--- config.mk ---
export PLATFORM = sky130hd
export DESIGN_NAME = stdp_array
export DESIGN_NICKNAME = d
export VERILOG_FILES = /design/src/rtl/stdp_pkg.sv /design/src/rtl/stdp_dw_lut.sv /design/src/rtl/stdp_array.sv
export SDC_FILE = /design/constraint.sdc
export NUM_CORES = 1
export LEC_CHECK = 0
export ABC_AREA = 1
export CORE_ASPECT_RATIO = 1.1
export CORE_MARGIN = 2
export CORE_UTILIZATION = 54
export DETAILED_ROUTE_END_ITERATION = 8
export PLACE_DENSITY = 0.77
export SKIP_LAST_GASP = 1
export SLEW_MARGIN = 20
export SYNTH_ARGS = -nofsm -noshare
export SYNTH_HDL_FRONTEND = slang
export SYNTH_HIERARCHICAL = 1
export SYNTH_SLANG_ARGS = --single-unit
export TNS_END_PERCENT = 1
--- constraint.sdc ---
create_clock -name clk -period 2.7 [get_ports clk]
set_input_delay 0.54 -clock clk [delete_from_list [all_inputs] [get_ports clk]]
set_output_delay 0.54 -clock clk [all_outputs]
set_load 0.05 [all_outputs]
--- src/rtl/stdp_pkg.sv ---
// stdp_pkg: shared types and arithmetic helpers for the STDP synapse array
package stdp_pkg;

    typedef enum logic {
        LTD = 1'b0,
        LTP = 1'b1
    } kind_e;

    // Amplitude halves once per 2^tau cycles of dt and vanishes once the shift reaches the weight width
    function automatic int dw_shift(input int amp, input int dt, input int tau, input int ww);
        int sh;
        sh = dt >> tau;
        return (sh >= ww) ? 0 : amp >> sh;
    endfunction

    function automatic int sat_add(input int w, input int dw, input int hi);
        return (w + dw > hi) ? hi : w + dw;
    endfunction

    function automatic int sat_sub(input int w, input int dw, input int lo);
        return (w < dw + lo) ? lo : w - dw;
    endfunction

endpackage

--- src/rtl/stdp_dw_lut.sv ---
// stdp_dw_lut: weight step for a captured spike-time difference and update kind
module stdp_dw_lut
    import stdp_pkg::*;
#(
    parameter int TW        = 6,
    parameter int WW        = 8,
    parameter int TAU_SHIFT = 2,
    parameter int A_PLUS    = 16,
    parameter int A_MINUS   = 12
) (
    input  logic [TW-1:0] dt,
    input  logic          kind,
    output logic [WW-1:0] dw
);

    assign dw = WW'(dw_shift(kind ? A_PLUS : A_MINUS, 32'(dt), TAU_SHIFT, WW));

endmodule

--- src/rtl/stdp_array.sv ---
// stdp_array: multi-synapse STDP learning with shift-decayed, saturating weight updates
module stdp_array
    import stdp_pkg::*;
#(
    parameter int N_SYN     = 4,
    parameter int WW        = 8,
    parameter int TW        = 6,
    parameter int WINDOW    = 32,
    parameter int TAU_SHIFT = 2,
    parameter int A_PLUS    = 16,
    parameter int A_MINUS   = 12,
    parameter int W_INIT    = 64,
    parameter int W_MIN     = 0,
    parameter int W_MAX     = 255
) (
    input  logic                     clk,
    input  logic                     rst_n,
    input  logic                     learn_en,
    input  logic [N_SYN-1:0]         pre_spike,
    input  logic                     post_spike,
    output logic [N_SYN*WW-1:0]      weight,
    output logic                     upd_valid,
    output logic [$clog2(N_SYN)-1:0] upd_idx,
    output logic                     upd_ltp,
    output logic [WW-1:0]            upd_dw,
    output logic                     busy,
    output logic                     ovr
);

    localparam int IW = $clog2(N_SYN);
    localparam logic [TW-1:0] T_SAT = '1;
    localparam logic [TW-1:0] WIN = TW'(WINDOW);
    localparam logic [WW-1:0] W0 = WW'(W_INIT);

    logic [TW-1:0]    post_t;
    logic [TW-1:0]    post_nxt;
    logic [N_SYN-1:0] ltp_pend;
    logic [N_SYN-1:0] ltd_pend;
    logic [N_SYN-1:0] ltp_set;
    logic [N_SYN-1:0] ltd_set;
    logic [N_SYN-1:0] ltp_clr;
    logic [N_SYN-1:0] ltd_clr;
    logic [N_SYN-1:0] any_pend;
    logic [TW-1:0]    ltp_dt [N_SYN];
    logic [TW-1:0]    ltd_dt [N_SYN];
    logic [IW-1:0]    rr;
    logic [IW-1:0]    pick;
    logic             found;
    int               rr_j;
    logic             s_valid;
    logic [IW-1:0]    s_idx;
    kind_e            s_kind;
    logic [TW-1:0]    s_dt;
    logic [WW-1:0]    w [N_SYN];
    logic [WW-1:0]    dw;
    logic [WW-1:0]    w_cur;
    logic [WW-1:0]    w_new;

    // Next timer value doubles as the captured dt: 0 on a same-edge spike, else timer+1 saturating
    assign post_nxt = post_spike ? '0 : (post_t == T_SAT ? T_SAT : post_t + 1'b1);
    assign any_pend = ltp_pend | ltd_pend;
    assign busy     = |any_pend | s_valid | upd_valid;

    for (genvar i = 0; i < N_SYN; i++) begin : g_syn
        logic [TW-1:0] pre_t;
        logic [TW-1:0] pre_nxt;
        logic          lp;
        logic          ld;
        logic [TW-1:0] lp_dt;
        logic [TW-1:0] ld_dt;

        assign pre_nxt     = pre_spike[i] ? '0 : (pre_t == T_SAT ? T_SAT : pre_t + 1'b1);
        assign ltp_set[i]  = learn_en && post_spike && pre_nxt <= WIN;
        assign ltd_set[i]  = learn_en && pre_spike[i] && !post_spike && post_nxt <= WIN;
        assign ltp_clr[i]  = found && pick == IW'(i) && lp;
        assign ltd_clr[i]  = found && pick == IW'(i) && !lp;
        assign ltp_pend[i] = lp;
        assign ltd_pend[i] = ld;
        assign ltp_dt[i]   = lp_dt;
        assign ltd_dt[i]   = ld_dt;
        assign weight[i*WW +: WW] = w[i];

        always_ff @(posedge clk or negedge rst_n) begin
            if (!rst_n) begin
                pre_t <= T_SAT;
                lp    <= 1'b0;
                ld    <= 1'b0;
                lp_dt <= '0;
                ld_dt <= '0;
            end else begin
                pre_t <= pre_nxt;
                lp    <= ltp_set[i] | (lp & !ltp_clr[i]);
                ld    <= ltd_set[i] | (ld & !ltd_clr[i]);
                if (ltp_set[i])
                    lp_dt <= pre_nxt;
                if (ltd_set[i])
                    ld_dt <= post_nxt;
            end
        end
    end

    // Scan backwards so the last hit is the first pending synapse at or after rr
    always_comb begin
        found = 1'b0;
        pick  = '0;
        rr_j  = 0;
        for (int k = N_SYN - 1; k >= 0; k--) begin
            rr_j = int'(rr) + k;
            rr_j = rr_j >= N_SYN ? rr_j - N_SYN : rr_j;
            if (any_pend[rr_j]) begin
                found = 1'b1;
                pick  = IW'(rr_j);
            end
        end
    end

    always_ff @(posedge clk or negedge rst_n) begin
        if (!rst_n) begin
            post_t  <= T_SAT;
            rr      <= '0;
            s_valid <= 1'b0;
            s_idx   <= '0;
            s_kind  <= LTD;
            s_dt    <= '0;
            ovr     <= 1'b0;
        end else begin
            post_t  <= post_nxt;
            ovr     <= |((ltp_set & ltp_pend & ~ltp_clr) | (ltd_set & ltd_pend & ~ltd_clr));
            s_valid <= found;
            if (found) begin
                s_idx  <= pick;
                s_kind <= ltp_pend[pick] ? LTP : LTD;
                s_dt   <= ltp_pend[pick] ? ltp_dt[pick] : ltd_dt[pick];
                rr     <= pick == IW'(N_SYN - 1) ? '0 : pick + 1'b1;
            end
        end
    end

    stdp_dw_lut #(
        .TW       (TW),
        .WW       (WW),
        .TAU_SHIFT(TAU_SHIFT),
        .A_PLUS   (A_PLUS),
        .A_MINUS  (A_MINUS)
    ) u_dw (
        .dt  (s_dt),
        .kind(s_kind == LTP),
        .dw  (dw)
    );

    assign w_cur = w[s_idx];
    assign w_new = s_kind == LTP ? WW'(sat_add(32'(w_cur), 32'(dw), W_MAX))
                                 : WW'(sat_sub(32'(w_cur), 32'(dw), W_MIN));

    always_ff @(posedge clk or negedge rst_n) begin
        if (!rst_n) begin
            for (int k = 0; k < N_SYN; k++)
                w[k] <= W0;
            upd_valid <= 1'b0;
            upd_idx   <= '0;
            upd_ltp   <= 1'b0;
            upd_dw    <= '0;
        end else begin
            upd_valid <= s_valid;
            if (s_valid) begin
                w[s_idx] <= w_new;
                upd_idx  <= s_idx;
                upd_ltp  <= s_kind == LTP;
                upd_dw   <= dw;
            end
        end
    end

endmodule
==> results_dict.tcl <==
set metrics [dict create \
    cts.sinks 125 \
    antenna_left 0 \
    start_util_pct 55.0 \
    syn_to_final_growth_pct 29.4 \
    viasPerCell 5.42 \
    max_freq_ghz 0.371 \
    drive_gt1_share_pct 24.1 \
    cts.clk_slew.worst_paths_ns 0.06 \
    grt_start_max_net_pins 57 \
    multi_input_area_sq_um 3700 \
    grt_use_total_pct 25.7 \
    die_h_microns 125 \
    core_area_sq_um 13200 \
    avgSynthCellArea_sq_um 7.80 \
    regArea_sq_um 3170 \
    path_class "reg -> reg" \
    max_cap_violations 0 \
    worst_setup_path_end_kind "flip-flop" \
    drc 0 \
    worst_hold_path_type "in -> async" \
    wl_per_cell_microns 15.0 \
    worst_setup_path_start_kind "flip-flop" \
    cts.path.max_buffers 2 \
    drtIter0Drc 481 \
    clock_skew_ns 0.00718 \
    cts_buffers 17 \
    yosys_warnings 6 \
    chipWidth_microns 114 \
    rsz0062_at_grt "true" \
    cts_tree "done" \
    antenna_found_initial 0 \
    hold_violations 0 \
    vias 6618 \
    final-setup-viol-count 0 \
    crit_start "s_idx[0]" \
    gp_congestion 0.904 \
    firstDrtPassIters 7 \
    cts_max_level 4 \
    reg2reg_from "s_idx[0]" \
    grt_pass1_vias 6435 \
    grt_pass1_wl_microns 29500 \
    gr-total-overflow 0 \
    placementRows 44 \
    portBuffers 53 \
    status "completed" \
    cts_root_buffer "clkbuf_16" \
    syn_area_sq_um 7240 \
    dp_hpwl_microns 12600 \
    cp_data_required_time_ns 3.01 \
    wl_microns 18300 \
    slew_headroom_pct 58.5 \
    dp_slack_ns -0.244 \
    postSynthCellCount 929 \
    io_pins 54 \
    setup_ws_ns 0.00326 \
    finalMaxSlewViolations 0 \
    min_period_over_period_pct 99.9 \
    die-area_sq_um 14400 \
    worstMarginPinSlew_ns 0.620 \
    clk_latency_ns 0.42 \
    layout.nets 1083 \
    period_needed_ns 2.70 \
    worstPathArrival_ns 3.01 \
    fillers 978 \
    path_max_fanout 5 \
    antenna_cells 0 \
    ctsHoldBuffers 0 \
]
through the flow:
stage          cells  area (sq um)  hold WS [ns]  utilization (%)  setup TNS (ns)
6_report        1220          9370        0.0412             71.2               0
5_1_grt         1220          9370        0.0615             71.2           -1.78
4_1_cts         1210          8970        0.0434             68.2          -0.348
3_5_place_dp    1178          8260         0.462             62.8           -5.56
3_3_place_gp    1178          8260         0.458             62.8           -2.36
2_1_floorplan    931          7250         0.244                -               0
placed cells by master, fill, tap and decap left out, types with 6 or more instances in the layout:
cell               n
ha_4               6
nand3_2            9
o21ai_0           49
xor2_1             9
o211ai_1           7
nand3b_1           9
nand2_1          268
a22oi_2            6
o21ai_1           24
clkbuf_16         17
clkdlybuf4s50_1   51
inv_1            123
ha_1              19
nor2_2             8
o21ai_2           10
inv_2             12
nand2_4           12
buf_4             69
a21oi_1           13
nand4_1            8
dfstp_2           34
dfrtp_1           88
nor2_1            41
nand3_1           66
nand2_2           17
state kept, by name, summed over array words and instances (netlist names), 4 cells and up:
register     cells
g_syn.lp_dt     16
g_syn.lp         4
g_syn.pre_t     24
g_syn.ld         4
upd_dw           8
post_t           6
s_dt             4
g_syn.ld_dt     16
weight          32
repair_timing:
action                                  CTS  global route
endpoints found under the setup margin   32            33
gates resized for setup                  23            89
setup buffers                             0            10
pin swaps                                 3            28
metal layers:
metal	vias to the layer above	global-route usage, %	share of wire (%)
li1	3201	-	-
met1	3154	31.9	41
met2	207	43.2	51
met3	56	4.80	4.0
met4	0	11.6	3.5
met5	-	0	0
path summary, 6_finish.rpt:
| path | endpoint | cells past startpoint | slack (ns) |
|---|---|---|---|
| max in group asynchronous | g_syn[0].pre_t[2] | 2 | 1.90 |
| worst max register to register | weight[15] | 18 | 0.003 |
| worst max-delay path | weight[15] | 18 | 0.003 |
| min in group clk | g_syn[0].ld_dt[3] | 2 | 0.48 |
| worst min-delay path | upd_idx[0] | 1 | 0.04 |
| worst min register to register | g_syn[0].ld_dt[3] | 2 | 0.48 |
worst max-delay path: stages, from the launching register on:
cell,delay [ns]
dfrtp_2,0.44
buf_6,0.15
nor2_4,0.11
buf_6,0.14
nand2_1,0.07
o211ai_1,0.10
buf_4,0.18
ha_1,0.25
a21oi_1,0.19
o21bai_1,0.12
buf_4,0.16
nand2_1,0.06
o211ai_1,0.11
nor2_1,0.13
nor2_2,0.05
nand2_1,0.10
nand2_2,0.10
nand2_1,0.08
nand2_1,0.05
final cells by class:
cell class	instances	area share, %
Sequential cell	125	33.9
Inverter	138	5.58
Clock inverter	10	1.98
Clock buffer	22	5.06
Tap cell	161	2.15
Timing Repair Buffer	126	11.9
Multi-Input combinational cell	638	39.5
Power is not shown: default switching activity piles up to over one toggle a cycle in this logic, so the estimate is an artifact.
